`src/rtl/conv1_window_gen_if.sv`:
```
// Pixel-stream-in / window-out bundle between the frame source, conv1_window_gen and conv1.
// The slave modport is the window generator's view; master is the source/consumer side.
interface conv1_window_gen_if #(
    parameter int CH = 3,
    parameter int DW = 16
);
    logic                   in_valid;
    logic                   sof;
    logic [CH*DW-1:0]       in_pixel;
    logic                   out_valid;
    logic [9*CH*DW-1:0]     out_window;
    logic                   frame_done;

    modport master (
        output in_valid, sof, in_pixel,
        input  out_valid, out_window, frame_done
    );

    modport slave (
        input  in_valid, sof, in_pixel,
        output out_valid, out_window, frame_done
    );
endinterface

```
`src/rtl/conv1_window_gen.sv`:
```
// 3x3 sliding-window generator feeding conv1: buffers two image lines and emits one
// packed 432-bit window per accepted pixel whose 3x3 neighbourhood lies fully inside the frame.
module conv1_window_gen #(
    parameter int IMG_W = 16,
    parameter int IMG_H = 16,
    parameter int CH    = 3,
    parameter int DW    = 16
) (
    input  logic               clk,
    input  logic               rstn,
    conv1_window_gen_if.slave  bus
);
    localparam int PW = CH * DW;
    localparam int WW = 9 * PW;
    localparam int CW = $clog2(IMG_W);
    localparam int RW = $clog2(IMG_H);

    logic [CW-1:0] col, eff_col, nxt_col;
    logic [RW-1:0] row, eff_row, nxt_row;
    logic [PW-1:0] lb0 [IMG_W];
    logic [PW-1:0] lb1 [IMG_W];
    logic [PW-1:0] win [9];
    logic [PW-1:0] nxt_win [9];
    logic [WW-1:0] packed_win;
    logic [WW-1:0] window_q;
    logic          emit, last;
    logic          valid_q, done_q;

    // sof forces the position to (0,0) before the pixel is processed.
    always_comb begin
        eff_col = col;
        eff_row = row;
        if (bus.sof) begin
            eff_col = '0;
            eff_row = '0;
        end

        for (int r = 0; r < 3; r++) begin
            nxt_win[3*r]     = win[3*r+1];
            nxt_win[3*r+1]   = win[3*r+2];
        end
        nxt_win[2] = lb1[eff_col];
        nxt_win[5] = lb0[eff_col];
        nxt_win[8] = bus.in_pixel;

        emit = bus.in_valid && (eff_row >= RW'(2)) && (eff_col >= CW'(2));
        last = (eff_row == RW'(IMG_H-1)) && (eff_col == CW'(IMG_W-1));

        nxt_col = eff_col + CW'(1);
        nxt_row = eff_row;
        if (eff_col == CW'(IMG_W-1)) begin
            nxt_col = '0;
            nxt_row = (eff_row == RW'(IMG_H-1)) ? '0 : eff_row + RW'(1);
        end

        packed_win = '0;
        for (int c = 0; c < CH; c++) begin
            for (int k = 0; k < 9; k++) begin
                packed_win[9*DW*c + DW*k +: DW] = nxt_win[k][DW*c +: DW];
            end
        end
    end

    // The output register is separate from the window so it only moves on emitted windows.
    always_ff @(posedge clk or negedge rstn) begin
        if (!rstn) begin
            col      <= '0;
            row      <= '0;
            valid_q  <= 1'b0;
            done_q   <= 1'b0;
            window_q <= '0;
            for (int i = 0; i < IMG_W; i++) begin
                lb0[i] <= '0;
                lb1[i] <= '0;
            end
            for (int k = 0; k < 9; k++) begin
                win[k] <= '0;
            end
        end else begin
            valid_q <= emit;
            done_q  <= emit && last;
            if (bus.in_valid) begin
                col          <= nxt_col;
                row          <= nxt_row;
                lb1[eff_col] <= lb0[eff_col];
                lb0[eff_col] <= bus.in_pixel;
                for (int k = 0; k < 9; k++) begin
                    win[k] <= nxt_win[k];
                end
                if (emit) begin
                    window_q <= packed_win;
                end
            end
        end
    end

    assign bus.out_valid  = valid_q;
    assign bus.frame_done = done_q;
    assign bus.out_window = window_q;
endmodule

```
`src/flat_wrapper.sv`:
```
// flat-port wrapper written by rule: the top's interface ports become plain ports
module conv1_window_gen_flat 
#(
    parameter int IMG_W = 16,
    parameter int IMG_H = 16,
    parameter int CH    = 3,
    parameter int DW    = 16
)
  (clk, rstn, bus_in_valid, bus_sof, bus_in_pixel, bus_out_valid, bus_out_window, bus_frame_done);
  conv1_window_gen_if #(.CH(CH), .DW(DW)) bus_i ();
  input  logic clk;
  input  logic rstn;
  input wire logic [$bits(bus_i.in_valid)-1:0] bus_in_valid;
  input wire logic [$bits(bus_i.sof)-1:0] bus_sof;
  input wire logic [$bits(bus_i.in_pixel)-1:0] bus_in_pixel;
  output wire logic [$bits(bus_i.out_valid)-1:0] bus_out_valid;
  output wire logic [$bits(bus_i.out_window)-1:0] bus_out_window;
  output wire logic [$bits(bus_i.frame_done)-1:0] bus_frame_done;
  assign bus_i.in_valid = bus_in_valid;
  assign bus_i.sof = bus_sof;
  assign bus_i.in_pixel = bus_in_pixel;
  assign bus_out_valid = bus_i.out_valid;
  assign bus_out_window = bus_i.out_window;
  assign bus_frame_done = bus_i.frame_done;
  conv1_window_gen #(.IMG_W(IMG_W), .IMG_H(IMG_H), .CH(CH), .DW(DW)) u_core (.clk(clk), .rstn(rstn), .bus(bus_i));
endmodule
```
`config.mk`:
```
export PLATFORM = sky130hd
export DESIGN_NAME = conv1_window_gen_flat
export DESIGN_NICKNAME = d
export VERILOG_FILES = /design/src/rtl/conv1_window_gen_if.sv /design/src/rtl/conv1_window_gen.sv /design/src/flat_wrapper.sv
export SDC_FILE = /design/constraint.sdc
export NUM_CORES = 2
export LEC_CHECK = 0
export ABC_AREA = 1
export ABC_CLOCK_PERIOD_IN_PS = 3500
export CAP_MARGIN = 40
export CORE_MARGIN = 3
export CORE_UTILIZATION = 61
export CTS_CLUSTER_SIZE = 8
export DETAILED_ROUTE_END_ITERATION = 7
export PLACE_DENSITY = 0.8
export SYNTH_ARGS = -nofsm -noshare
export SYNTH_HDL_FRONTEND = slang
export SYNTH_SLANG_ARGS = --single-unit
```
`constraint.sdc`:
```
create_clock -name clk -period 3.5 [get_ports clk]
set_input_delay 0.525 -clock clk [delete_from_list [all_inputs] [get_ports clk]]
set_output_delay 0.525 -clock clk [all_outputs]
set_load 0.02 [all_outputs]
```
==> reports/qor.csv <==
stage,metric,value,unit
timing,period_needed,3.23,ns
logic_synthesis,ys.flop_type,sky130_fd_sc_hd__dfrtp_1,
logic_synthesis,synth_sequential_area_ratio,0.548,
worst_setup_path,worst_path_most_repeated_cell,sky130_fd_sc_hd__nand2_1,
pwr,power_frac_seq,0.442,
global_routing,grt_max_degree,160,
clocking,clockRootBuffer,sky130_fd_sc_hd__clkbuf_16,
logic_synthesis,synth.area.top_cells,"sky130_fd_sc_hd__dfrtp_1, sky130_fd_sc_hd__nand2_1, sky130_fd_sc_hd__o21ai_0",
logic_synthesis,dominant_combinational_cell_family_by_area_after_synthesis,simple AND/OR/NAND/NOR gates,
worst_setup_path,cpLargestDelayFamily,buffers and inverters,
clocking,cts.sink_count,2266,
global_routing,global_route_wire_length_before_repair,559000,µm
worst_setup_path,path_cells,"buf_12, nand2_1, nand3_1, nand2_1, nand2_1, nand2_1, o21ai_0, buf_4, nand2_1",
timing,finClkSkew,0.0592,ns
cells_and_area,layout.filler_cells,12400,
clocking,cts-root-to-sink-buffers,4,
clocking,clk_transition_reported_paths,0.05,ns
worst_setup_path,reg2reg_slack,0.27,ns
routing,via_per_inst,6.06,
logic_synthesis,netlist.top_cell.by_area,sky130_fd_sc_hd__dfrtp_1,
global_routing,global_route.usage.total,0.417,
placed_design,port_buffers,485,
worst_setup_path,critPathLaunchType,flop,
pwr,power_switching,22.6,mW
clocking,cts_htree_levels,5,
logic_synthesis,post_synth_edffs,0,
timing,timing_max_transition_violations_final,0,
logic_synthesis,synth_compound_gate_area_share,0.113,
hold_path,timing.hold.worst.class,in -> async,
cells_and_area,multiInputGateArea,0.0376,mm²
cells_and_area,final-seq-area,0.0567,mm²
routing,via_count,97000,
timing,clock.fmax,310,MHz
die,floorplan.die_area,0.175,mm²
logic_synthesis,yosysWarningCount,0,
cells_and_area,drive_gt1_frac,0.0569,
logic_synthesis,synth_cells,13500,
die,core.rowCount,150,
worst_setup_path,slowest_delay,0.75,ns
logic_synthesis,synthAdderAreaFrac,0.000484,
routing,total_routed_wirelength,366000,µm
logic_synthesis,post_synth_top_area_share,0.548,
worst_setup_path,setup.worst_path.class,reg -> reg,
global_routing,gr-total-overflow,0,
cells_and_area,syn_to_final_growth,16.4,%
routing,wl_per_cell,22.9,µm
run_status,failing_checks,design-rule violations,
flow_run,cap_viol_max_count,0,
worst_setup_path,critical_path_top_delay_cell,sky130_fd_sc_hd__o21ai_0,
logic_synthesis,synth_area,0.103,mm²
logic_synthesis,yosysMostFrequentCell,sky130_fd_sc_hd__nand2_1,
routing,length_of_the_first_detailed_routing_pass_in_iterations,8,
run_status,run_status,finished with violations,
die,io_pins,486,
worst_setup_path,worstSetupEndpointType,flop,
timing,setup_repair_after_global_routing_missed_its_margin,no,
routing,initialDrtViolationCount,14400,
logic_synthesis,synthDistinctLibCells,26,
logic_synthesis,synth.ff_latch_count,2266,
placed_design,routabilityCongestion,0.895,
pwr,p_clk_frac,0.377,
global_routing,antenna_violations_before_repair,19,
worst_setup_path,critPathMaxFanout,138,
die,fp.dieH,418,µm
pwr,switching_share,0.304,
timing,hold_violations,0,
worst_setup_path,cp_data_required_time,4.29,ns
logic_synthesis,post_synth_simple_gate_area,0.248,
timing,timing.final.setup_violations,0,
cells_and_area,final_nets,13800,
placed_design,dp_hpwl,213000,µm
worst_setup_path,r2r-end,u_core.nxt_win[217],
logic_synthesis,ys_async_sr_fraction,1.00,
die,core-area,0.168,mm²
global_routing,first_global_vias,95500,
pwr,vdd.ir_drop.worst,0.000608,V
routing,post-route-drc-count,1,
pwr,power.combinational.fraction,0.181,
die,start_util,0.617,
logic_synthesis,synthesis.nets,13600,
logic_synthesis,syn_area_per_cell,7.65,µm²
die,floorplan.die.width,418,µm
timing,timing.max_slew.rel_slack,0.349,
routing,ant_nets,0,
worst_setup_path,critPathArrivalTime,4.02,ns
pwr,power.density,618,mW/mm²
pwr,power.leakage,63.1,nW
logic_synthesis,synth.mux.area_fraction,0,
timing,worst_pin_slew,0.976,ns
clocking,number_of_buffers_added_by_the_clock_tree_synthesis_step,334,
pwr,cellInternalPower,51.8,mW
worst_setup_path,r2r_cells,9,
timing,finalCritPeriodShare,0.923,
timing,setup_total_negative_slack,0,ns
cells_and_area,final_util,0.718,
clocking,clk-insertion-delay-late,0.95,ns
worst_setup_path,timing.rr.start,u_core.col[0],
worst_setup_path,worstPathBufferInverterCount,2,
logic_synthesis,yosys.area_share.xor_xnor,0.0000846,
clocking,tritoncts,done,
logic_synthesis,synth.top_cells.by_count,"sky130_fd_sc_hd__nand2_1, sky130_fd_sc_hd__dfrtp_1, sky130_fd_sc_hd__o21ai_0",
[worst reg2reg max path: cells and delay by family, from the launching register on]
kind,cells,cell delay [ns]
AO/OA/AOI/OAI,1,0.75
buffers and inverters,2,0.83
flip-flops,1,0.61
AND/OR/NAND/NOR,6,0.87
[per-stage QoR]
stage | cell area [µm²] | setup slack [ns] | power, mW | cells | hold slack, ns
after global routing | 120000 | 0.277 | 77.5 | 16000 | 0.236
after detailed placement | 112000 | -0.0642 | 46.0 | 15700 | 0.458
after global placement | 112000 | -0.0139 | 45.4 | 15700 | 0.454
after CTS | 120000 | 0.460 | 74.1 | 16000 | 0.207
final | 120000 | 0.271 | 74.5 | 16000 | 0.209
after floorplan | 103000 | 0.638 | 40.7 | 13500 | 0.229
[power by group through the flow]
stage          Clock [mW]  Combinational (mW)  Sequential (mW)
6_report             28.0                13.5             32.9
3_3_place_gp            0                12.4             32.9
2_1_floorplan           0                8.14             32.5
5_1_grt              29.2                15.0             33.2
3_5_place_dp            0                12.9             33.1
4_1_cts              28.1                13.2             32.8
[worst max-delay path by stage]
stage	from	endpoint	slack (ns)	cells past startpoint
final	u_core.col[0]	u_core.nxt_win[217]	0.27	9
after global routing	u_core.col[0]	u_core.lb1[489]	0.28	12
after CTS	u_core.col[0]	u_core.nxt_win[217]	0.46	9
after detailed placement	bus_sof	u_core.nxt_win[211]	-0.06	12
after global placement	bus_sof	u_core.nxt_win[211]	-0.01	12
after floorplan	bus_sof	u_core.lb0[598]	0.64	14
[layer usage]
metal	track usage	wire length [µm]	vias to the layer above
li1	-	-	42200
met1	0.519	127000	45800
met2	0.619	158000	7197
met3	0.120	48900	1807
met4	0.314	32100	18
met5	0	125	-
[registers in the layout, indices dropped and copies added (netlist names)]
signal,flops
u_core.bus.out_valid,1
u_core.bus.out_window,432
u_core.col,4
u_core.nxt_win,288
u_core.lb1,768
u_core.lb0,768
u_core.bus.frame_done,1
u_core.row,4
[logic make-up (layout without fill, tap and decap cells)]
family                     after synthesis  after routing
DFF                                   2266           2266
xor gates and xnor gates                 1              1
AOI/OAI and AO/OA                     2339           2339
and+or+nand+nor                       6553           6553
other                                    0              8
buffers and inverters                 2368           2640
adders and majority gates                4              4
[what timing repair did]
item | CTS | global route
endpoints found under the setup margin | 0 | 0
resized for setup | 0 | 0
hold buffers | 2 | 0
hold endpoints to repair | 56 | 0
setup buffers | 0 | 0
[layout by cell type, fill, tap and decap left out, types with 2 or more instances in the layout]
master / Yosys / final
sky130_fd_sc_hd__nand2_8: 0 / 2
sky130_fd_sc_hd__clkbuf_16: 0 / 343
sky130_fd_sc_hd__inv_1: 1410 / 1406
sky130_fd_sc_hd__diode_2: 0 / 8
sky130_fd_sc_hd__clkbuf_1: 563 / 3
sky130_fd_sc_hd__clkdlybuf4s50_1: 0 / 483
sky130_fd_sc_hd__buf_12: 0 / 123
sky130_fd_sc_hd__dlygate4sd3_1: 0 / 2
sky130_fd_sc_hd__clkinv_2: 0 / 6
sky130_fd_sc_hd__nand2_1: 5350 / 5350
sky130_fd_sc_hd__nor2_2: 16 / 2
sky130_fd_sc_hd__inv_2: 18 / 11
sky130_fd_sc_hd__o21ai_1: 79 / 80
sky130_fd_sc_hd__o21ai_0: 2257 / 2256
sky130_fd_sc_hd__inv_4: 0 / 2
sky130_fd_sc_hd__nor2_4: 3 / 20
sky130_fd_sc_hd__buf_4: 21 / 248
sky130_fd_sc_hd__ha_1: 4 / 4
sky130_fd_sc_hd__buf_16: 0 / 4
sky130_fd_sc_hd__nand2_2: 14 / 13
sky130_fd_sc_hd__inv_6: 0 / 5
sky130_fd_sc_hd__nand3_1: 779 / 778
sky130_fd_sc_hd__dfrtp_1: 2266 / 2265
sky130_fd_sc_hd__nor2_1: 387 / 384
[cell type report]
cell class | count | area share
inverters | 1428 | 0.0448
repair buffers | 861 | 0.0773
clock inverters | 5 | 0.000301
well taps | 2204 | 0.0229
multi-input cells | 8897 | 0.312
diodes | 8 | 0.000166
flip-flops and latches | 2266 | 0.471
clock buffers | 346 | 0.0714
(Power assumes the default switching activity.)
